<file path="src/rtl/pipe_ctrl_pkg.sv">
// Shared constants, state encoding and helpers for the pipeline hazard/flush controller.
package pipe_ctrl_pkg;

  localparam logic RstEnable = 1'b0;
  localparam logic Stop      = 1'b1;

  localparam int STAGE_PC  = 0;
  localparam int STAGE_IF  = 1;
  localparam int STAGE_ID  = 2;
  localparam int STAGE_EX  = 3;
  localparam int STAGE_MEM = 4;
  localparam int STAGE_WB  = 5;

  localparam logic [31:0] ERET_CODE_DFLT  = 32'h0000_000E;
  localparam logic [31:0] EXC_VECTOR_DFLT = 32'h0000_0020;

  typedef enum logic {
    IDLE  = 1'b0,
    FLUSH = 1'b1
  } state_t;

  function automatic logic [31:0] sat_inc32(input logic [31:0] v);
    return (v == 32'hFFFF_FFFF) ? v : v + 32'd1;
  endfunction

endpackage

</file>
<file path="src/rtl/pipe_ctrl_if.sv">
// Bundle between the pipeline/PC unit and the hazard/flush controller.
interface pipe_ctrl_if #(
  parameter int NUM_STAGES = 6
);
  logic [NUM_STAGES-1:0] stallreq;
  logic                  exc_valid;
  logic [31:0]           exc_type;
  logic [31:0]           epc;
  logic [NUM_STAGES-1:0] stall;
  logic                  flush;
  logic [31:0]           new_pc;
  logic [31:0]           stall_cycles;
  logic                  stall_timeout;

  modport master (
    output stallreq, exc_valid, exc_type, epc,
    input  stall, flush, new_pc, stall_cycles, stall_timeout
  );

  modport slave (
    input  stallreq, exc_valid, exc_type, epc,
    output stall, flush, new_pc, stall_cycles, stall_timeout
  );
endinterface

</file>
<file path="src/rtl/pipe_ctrl_stall_decode.sv">
// Converts per-stage stall requests into a thermometer stall vector: the highest
// requesting stage and every stage below it are held.
module pipe_ctrl_stall_decode #(
  parameter int NUM_STAGES = 6
) (
  input  logic [NUM_STAGES-1:0] stallreq,
  output logic [NUM_STAGES-1:0] stall
);

  always_comb begin
    logic seen;
    seen  = 1'b0;
    stall = '0;
    // Scan from the oldest stage downward; once a request is seen, everything younger holds.
    for (int i = NUM_STAGES - 1; i >= 0; i--) begin
      seen     = seen | stallreq[i];
      stall[i] = seen;
    end
  end

endmodule

</file>
<file path="src/rtl/pipe_ctrl.sv">
// Pipeline hazard and flush controller: stall thermometer, exception/ERET flush
// sequencing with redirect PC, stall-cycle counter and stall watchdog.
module pipe_ctrl
  import pipe_ctrl_pkg::*;
#(
  parameter int          NUM_STAGES    = 6,
  parameter int          FLUSH_CYCLES  = 1,
  parameter int          STALL_TIMEOUT = 1024,
  parameter logic [31:0] EXC_VECTOR    = EXC_VECTOR_DFLT,
  parameter logic [31:0] ERET_CODE     = ERET_CODE_DFLT
) (
  input logic         clk,
  input logic         rst,
  pipe_ctrl_if.slave  bus
);

  localparam int CNT_W = (FLUSH_CYCLES < 2) ? 1 : $clog2(FLUSH_CYCLES + 1);
  localparam int RUN_W = $clog2(STALL_TIMEOUT + 1);

  state_t            state_q, state_n;
  logic [CNT_W-1:0]  fcnt_q, fcnt_n;
  logic [31:0]       pc_q, pc_n;
  logic [31:0]       exc_pc;
  logic [31:0]       cycles_q;
  logic [RUN_W-1:0]  run_q;
  logic              timeout_q;
  logic              flush;
  logic [31:0]       new_pc;
  logic [NUM_STAGES-1:0] stall_raw;
  logic [NUM_STAGES-1:0] stall;
  logic              stalled;

  pipe_ctrl_stall_decode #(
    .NUM_STAGES(NUM_STAGES)
  ) u_stall_decode (
    .stallreq(bus.stallreq),
    .stall   (stall_raw)
  );

  assign exc_pc = (bus.exc_type == ERET_CODE) ? bus.epc : EXC_VECTOR;

  always_comb begin
    state_n = state_q;
    fcnt_n  = fcnt_q;
    pc_n    = pc_q;
    flush   = 1'b0;
    new_pc  = 32'd0;
    if (rst != RstEnable) begin
      case (state_q)
        IDLE: begin
          if (bus.exc_valid) begin
            flush  = 1'b1;
            new_pc = exc_pc;
            pc_n   = exc_pc;
            if (FLUSH_CYCLES > 1) begin
              state_n = FLUSH;
              fcnt_n  = CNT_W'(FLUSH_CYCLES - 1);
            end
          end
        end
        FLUSH: begin
          // Further exceptions are dropped: the pipeline is already being cleared.
          flush  = 1'b1;
          new_pc = pc_q;
          fcnt_n = fcnt_q - CNT_W'(1);
          if (fcnt_q == CNT_W'(1)) state_n = IDLE;
        end
        default: state_n = IDLE;
      endcase
    end
  end

  // Reset and flush both override stall requests.
  assign stall   = ((rst == RstEnable) || flush) ? '0 : stall_raw;
  assign stalled = |stall;

  always_ff @(posedge clk) begin
    if (rst == RstEnable) begin
      state_q   <= IDLE;
      fcnt_q    <= '0;
      pc_q      <= 32'd0;
      cycles_q  <= 32'd0;
      run_q     <= '0;
      timeout_q <= 1'b0;
    end else begin
      state_q <= state_n;
      fcnt_q  <= fcnt_n;
      pc_q    <= pc_n;
      if (stalled) cycles_q <= sat_inc32(cycles_q);
      if (!stalled || flush) begin
        run_q <= '0;
      end else if (run_q != RUN_W'(STALL_TIMEOUT)) begin
        run_q <= run_q + RUN_W'(1);
      end
      if (stalled && (run_q == RUN_W'(STALL_TIMEOUT - 1))) timeout_q <= Stop;
    end
  end

  assign bus.stall         = stall;
  assign bus.flush         = flush;
  assign bus.new_pc        = new_pc;
  assign bus.stall_cycles  = cycles_q;
  assign bus.stall_timeout = timeout_q;

endmodule

</file>
<file path="src/flat_wrapper.sv">
// flat-port wrapper written by rule: the top's interface ports become plain ports
module pipe_ctrl_flat import pipe_ctrl_pkg::*;
#(
  parameter int          NUM_STAGES    = 6,
  parameter int          FLUSH_CYCLES  = 1,
  parameter int          STALL_TIMEOUT = 1024,
  parameter logic [31:0] EXC_VECTOR    = EXC_VECTOR_DFLT,
  parameter logic [31:0] ERET_CODE     = ERET_CODE_DFLT
)
  (clk, rst, bus_stallreq, bus_exc_valid, bus_exc_type, bus_epc, bus_stall, bus_flush, bus_new_pc, bus_stall_cycles, bus_stall_timeout);
  pipe_ctrl_if #(.NUM_STAGES(NUM_STAGES)) bus_i ();
  input logic clk;
  input logic rst;
  input wire logic [$bits(bus_i.stallreq)-1:0] bus_stallreq;
  input wire logic [$bits(bus_i.exc_valid)-1:0] bus_exc_valid;
  input wire logic [$bits(bus_i.exc_type)-1:0] bus_exc_type;
  input wire logic [$bits(bus_i.epc)-1:0] bus_epc;
  output wire logic [$bits(bus_i.stall)-1:0] bus_stall;
  output wire logic [$bits(bus_i.flush)-1:0] bus_flush;
  output wire logic [$bits(bus_i.new_pc)-1:0] bus_new_pc;
  output wire logic [$bits(bus_i.stall_cycles)-1:0] bus_stall_cycles;
  output wire logic [$bits(bus_i.stall_timeout)-1:0] bus_stall_timeout;
  assign bus_i.stallreq = bus_stallreq;
  assign bus_i.exc_valid = bus_exc_valid;
  assign bus_i.exc_type = bus_exc_type;
  assign bus_i.epc = bus_epc;
  assign bus_stall = bus_i.stall;
  assign bus_flush = bus_i.flush;
  assign bus_new_pc = bus_i.new_pc;
  assign bus_stall_cycles = bus_i.stall_cycles;
  assign bus_stall_timeout = bus_i.stall_timeout;
  pipe_ctrl #(.NUM_STAGES(NUM_STAGES), .FLUSH_CYCLES(FLUSH_CYCLES), .STALL_TIMEOUT(STALL_TIMEOUT), .EXC_VECTOR(EXC_VECTOR), .ERET_CODE(ERET_CODE)) u_core (.clk(clk), .rst(rst), .bus(bus_i));
endmodule
</file>
<file path="config.mk">
export PLATFORM = sky130hd
export DESIGN_NAME = pipe_ctrl_flat
export DESIGN_NICKNAME = d
export VERILOG_FILES = /design/src/rtl/pipe_ctrl_pkg.sv /design/src/rtl/pipe_ctrl_if.sv /design/src/rtl/pipe_ctrl_stall_decode.sv /design/src/rtl/pipe_ctrl.sv /design/src/flat_wrapper.sv
export SDC_FILE = /design/constraint.sdc
export NUM_CORES = 1
export LEC_CHECK = 0
export BUFFER_PORTS_ARGS = -buffer_cell sky130_fd_sc_hd__buf_2
export CORE_UTILIZATION = 25
export DETAILED_ROUTE_END_ITERATION = 12
export REMOVE_ABC_BUFFERS = 1
export SLEW_MARGIN = 30
export SYNTH_ARGS = -nofsm -noshare
export SYNTH_HDL_FRONTEND = slang
export SYNTH_HIERARCHICAL = 1
export SYNTH_SLANG_ARGS = --single-unit
</file>
<file path="constraint.sdc">
create_clock -name clk -period 3.84 [get_ports clk]
set_clock_uncertainty 0.15 [all_clocks]
set_input_delay 1.152 -clock clk [delete_from_list [all_inputs] [get_ports clk]]
set_output_delay 1.152 -clock clk [all_outputs]
set_load 0.02 [all_outputs]
</file>
==> impl_metrics.ini <==
[synth]
yosys.area.top_type = dfxtp_1
netlist_top_cells_area = dfxtp_1, nand2_1, a21oi_1
synth.top_cell.area_share_pct = 40.2
synth.distinct_cells = 49
ys_seq_elements = 78
syn-cell-area_um2 = 3890
ys_seq_area_share_pct = 40.2
ys_async_sr_fraction_pct = 0
synth_edf_count = 0
avgSynthCellArea_um2 = 7.77
syn_inst = 500
yosysWarnings = 6
synth_ff_type = dfxtp_1

[cells_and_area]
nets = 748
nFillCells = 1532
utilization_pct = 38.7
syn2layout_area_growth_pct = 51.5
fin_area_um2 = 5890
diodes = 0
seqCellArea_um2 = 1560
final-instance-count-excl-fill = 865
multi_input_area_um2 = 2450
drive_above_1_share_pct = 39.9

[routing]
dr.pass1.iters = 4
drtIter0Drc = 286
vias = 4174
antenna_left = 0
wirelength_um = 11900
drt-wirelength-per-cell_um = 13.8
vias_per_cell = 4.83
drc = 0

[global_routing]
grt-ovfl-total = 0
grt_start_max_net_pins = 68
antenna_found_initial = 0
grtUsageTotal_pct = 13.8
grt_pass1_vias = 3604
grt_pass1_wl_um = 17900

[worst_setup_path]
worstSetupStartpointType = input pin
slowest_delay_ns = 0.28
critPathLaunch = bus_exc_type[6]
worstPathArrival_ns = 2.67
r2r_setup_slack_ns = 1.01
critPathMaxFanout = 8
worstSetupEndpointType = output pin
cp.required_ns = 2.54
crit_type = input pin to output pin
r2r-start = u_core/bus.stall_cycles[0]
crit_top_cell = buf_6
path_cells = buf_2, nor4bb_1, nand4_1, nor3_4, buf_6, buf_12, nand2_4, a21oi_2, buf_6
r2r_end = u_core/bus.stall_cycles[17]
r2r_cells = 6
setup.worst_path.end = bus_new_pc[31]
slowest_stage = nor4bb_1

[pwr]
seqPwrFrac_pct = 44.0
switching_share_pct = 22.0
power_switching_uw = 409
pwr-share-comb_pct = 6.7
max-vdd-ir-drop_mv = 0.222
power_uw = 1860
p_clk_share_pct = 49.3
leakage_uw = 0.00234
power.internal_uw = 1450
power_density_nw_per_um2 = 315

[sta]
rsz0062_at_grt = yes
max_freq_mhz = 252
final.setup.tns_ns = -3.08
slew_headroom_pct = 45.4
period_share_pct = 103
tightest_slew_ns = 0.812
setup_slack_ns = -0.131
setup_violations = 31
hold_viol = 0
slew_violations = 0
fin_crit_ns = 3.97

[hold_path]
hold_class = register to register

[cts]
cts.sinks = 78
ctsLongestPathBuffers = 2
htreeDepth = 3
ctsHoldBuffers = 0
numCtsBuffers = 9
clkTransAtPathRegs_ns = 0.06
cts_tree = done
cts_root_buf = clkbuf_16
clk_latency_ns = 0.33

[placed_design]
place_inst = 839
place_area_um2 = 5000
port-buffer-count = 144
place_hpwl_um = 7790
gp_congestion = 0.781

[die]
num_rows = 45
die_h_um = 127
die-area_um2 = 16100
ios = 145
start_util_pct = 25.6
die_x_um = 127
core_area_um2 = 15200

[run_status]
outcome = complete, but fails checks
failed_checks = setup timing

[flow_run]
cap_violations = 0
[flip-flops by register name, summed over array words and instances, names as in the netlist]
| register | cells |
|---|---|
| u_core/bus.stall_cycles | 32 |
| u_core/fcnt_q | 1 |
| u_core/run_q | 11 |
| u_core/pc_q | 32 |
| u_core/state_q | 1 |
| u_core/bus.stall_timeout | 1 |
[per-stage QoR]
stage / hold WS, ns / worst slack, ns
2_1_floorplan: 0.260 / -1.40
3_5_place_dp: 0.274 / -0.148
3_3_place_gp: 0.270 / -0.131
5_1_grt: 0.304 / -0.203
4_1_cts: 0.284 / -0.149
6_report: 0.283 / -0.131
[power by group through the flow]
stage | combinational (uW) | sequential, uW | clock (uW)
global route | 135 | 817 | 973
finish | 125 | 817 | 916
global placement | 107 | 835 | 0
CTS | 109 | 816 | 947
floorplan | 42.1 | 836 | 0
detailed placement | 108 | 834 | 0
[worst max-delay path: cells and delay by family]
family	cells	cell delay, ns
buffers and inverters	4	0.56
AND/OR/NAND/NOR	4	0.79
AO/OA/AOI/OAI	1	0.16
[timing repair]
action / 4_1_cts / 5_1_grt
pin swaps: 4 / 31
endpoints found under the setup margin: 31 / 31
buffers inserted: 1 / 7
cloned: 1 / 2
resized for setup: 34 / 87
[layout make-up]
class | count | share of cell area (%)
Multi-Input combinational cell | 383 | 41.6
Sequential cell | 78 | 26.5
Timing Repair Buffer | 190 | 21.7
Clock buffer | 10 | 4.06
Tap cell | 188 | 3.99
Clock inverter | 6 | 1.44
Inverter | 10 | 0.637
[cell families (layout without fill, tap and decap cells)]
family | after synthesis | count (layout) | share of synthesized area, %
adder cells (fa/ha/maj) | 3 | 3 | 0.966
flip-flops | 78 | 78 | 40.2
XOR/XNOR | 19 | 19 | 4.28
buffers and inverters | 39 | 216 | 4.63
AO/OA/AOI/OAI | 111 | 111 | 17.1
multiplexers | 7 | 7 | 1.83
AND/OR/NAND/NOR | 243 | 243 | 31.0
[placed cells by master, fill, tap and decap left out, types with 3 or more instances in the layout]
| master | instances |
|---|---|
| nand3_1 | 15 |
| mux2i_1 | 6 |
| o31ai_1 | 9 |
| nand2_4 | 17 |
| buf_4 | 62 |
| o21ai_0 | 6 |
| nor4_1 | 9 |
| ha_1 | 3 |
| dfxtp_1 | 78 |
| a21oi_2 | 19 |
| nor2_1 | 29 |
| nand4_1 | 15 |
| or4_1 | 11 |
| nand2b_1 | 4 |
| nand2_2 | 5 |
| a21oi_1 | 59 |
| xor2_1 | 9 |
| buf_6 | 14 |
| nand2_1 | 95 |
| nor4_4 | 4 |
| nor3_1 | 4 |
| buf_12 | 3 |
| buf_2 | 109 |
| and3_1 | 10 |
| xnor2_1 | 10 |
| and4_1 | 5 |
| clkbuf_16 | 11 |
| inv_1 | 9 |
| or2_2 | 3 |
| or3_1 | 5 |
| nor4_2 | 3 |
[per-layer routing]
metal / vias to the layer above / wire (um) / track usage [%]
met2: 78 / 5870 / 23.0
met5: - / 0 / 0
li1: 2129 / - / -
met4: 0 / 197 / 6.30
met1: 1954 / 5290 / 17.4
met3: 13 / 555 / 2.36
[worst min path at each step]
stage                              from              to  depth (start not counted)
final                     u_core/fcnt_q  u_core/state_q                          1
after global routing      u_core/fcnt_q  u_core/state_q                          1
after global placement    u_core/fcnt_q  u_core/state_q                          1
after detailed placement  u_core/fcnt_q  u_core/state_q                          1
after floorplan           u_core/fcnt_q  u_core/state_q                          1
after CTS                 u_core/fcnt_q  u_core/state_q                          1
[cell usage after synthesis (all sizes together) (3+ instances only)]
cell and instances:
nand4 16, nand3 15, clkbuf 24, inv 10
nor3 5, nor2 29, and3 10, a21oi 80
buf 5, dfxtp 78, nand2b 4, o21ai 7
or3 6, xnor2 10, o31ai 9, nor4 16
or4 11, nand2 117, ha 3, xor2 9
or2 3, mux2i 6, and4 5
No activity file was read; power rests on OpenSTA's default activity.
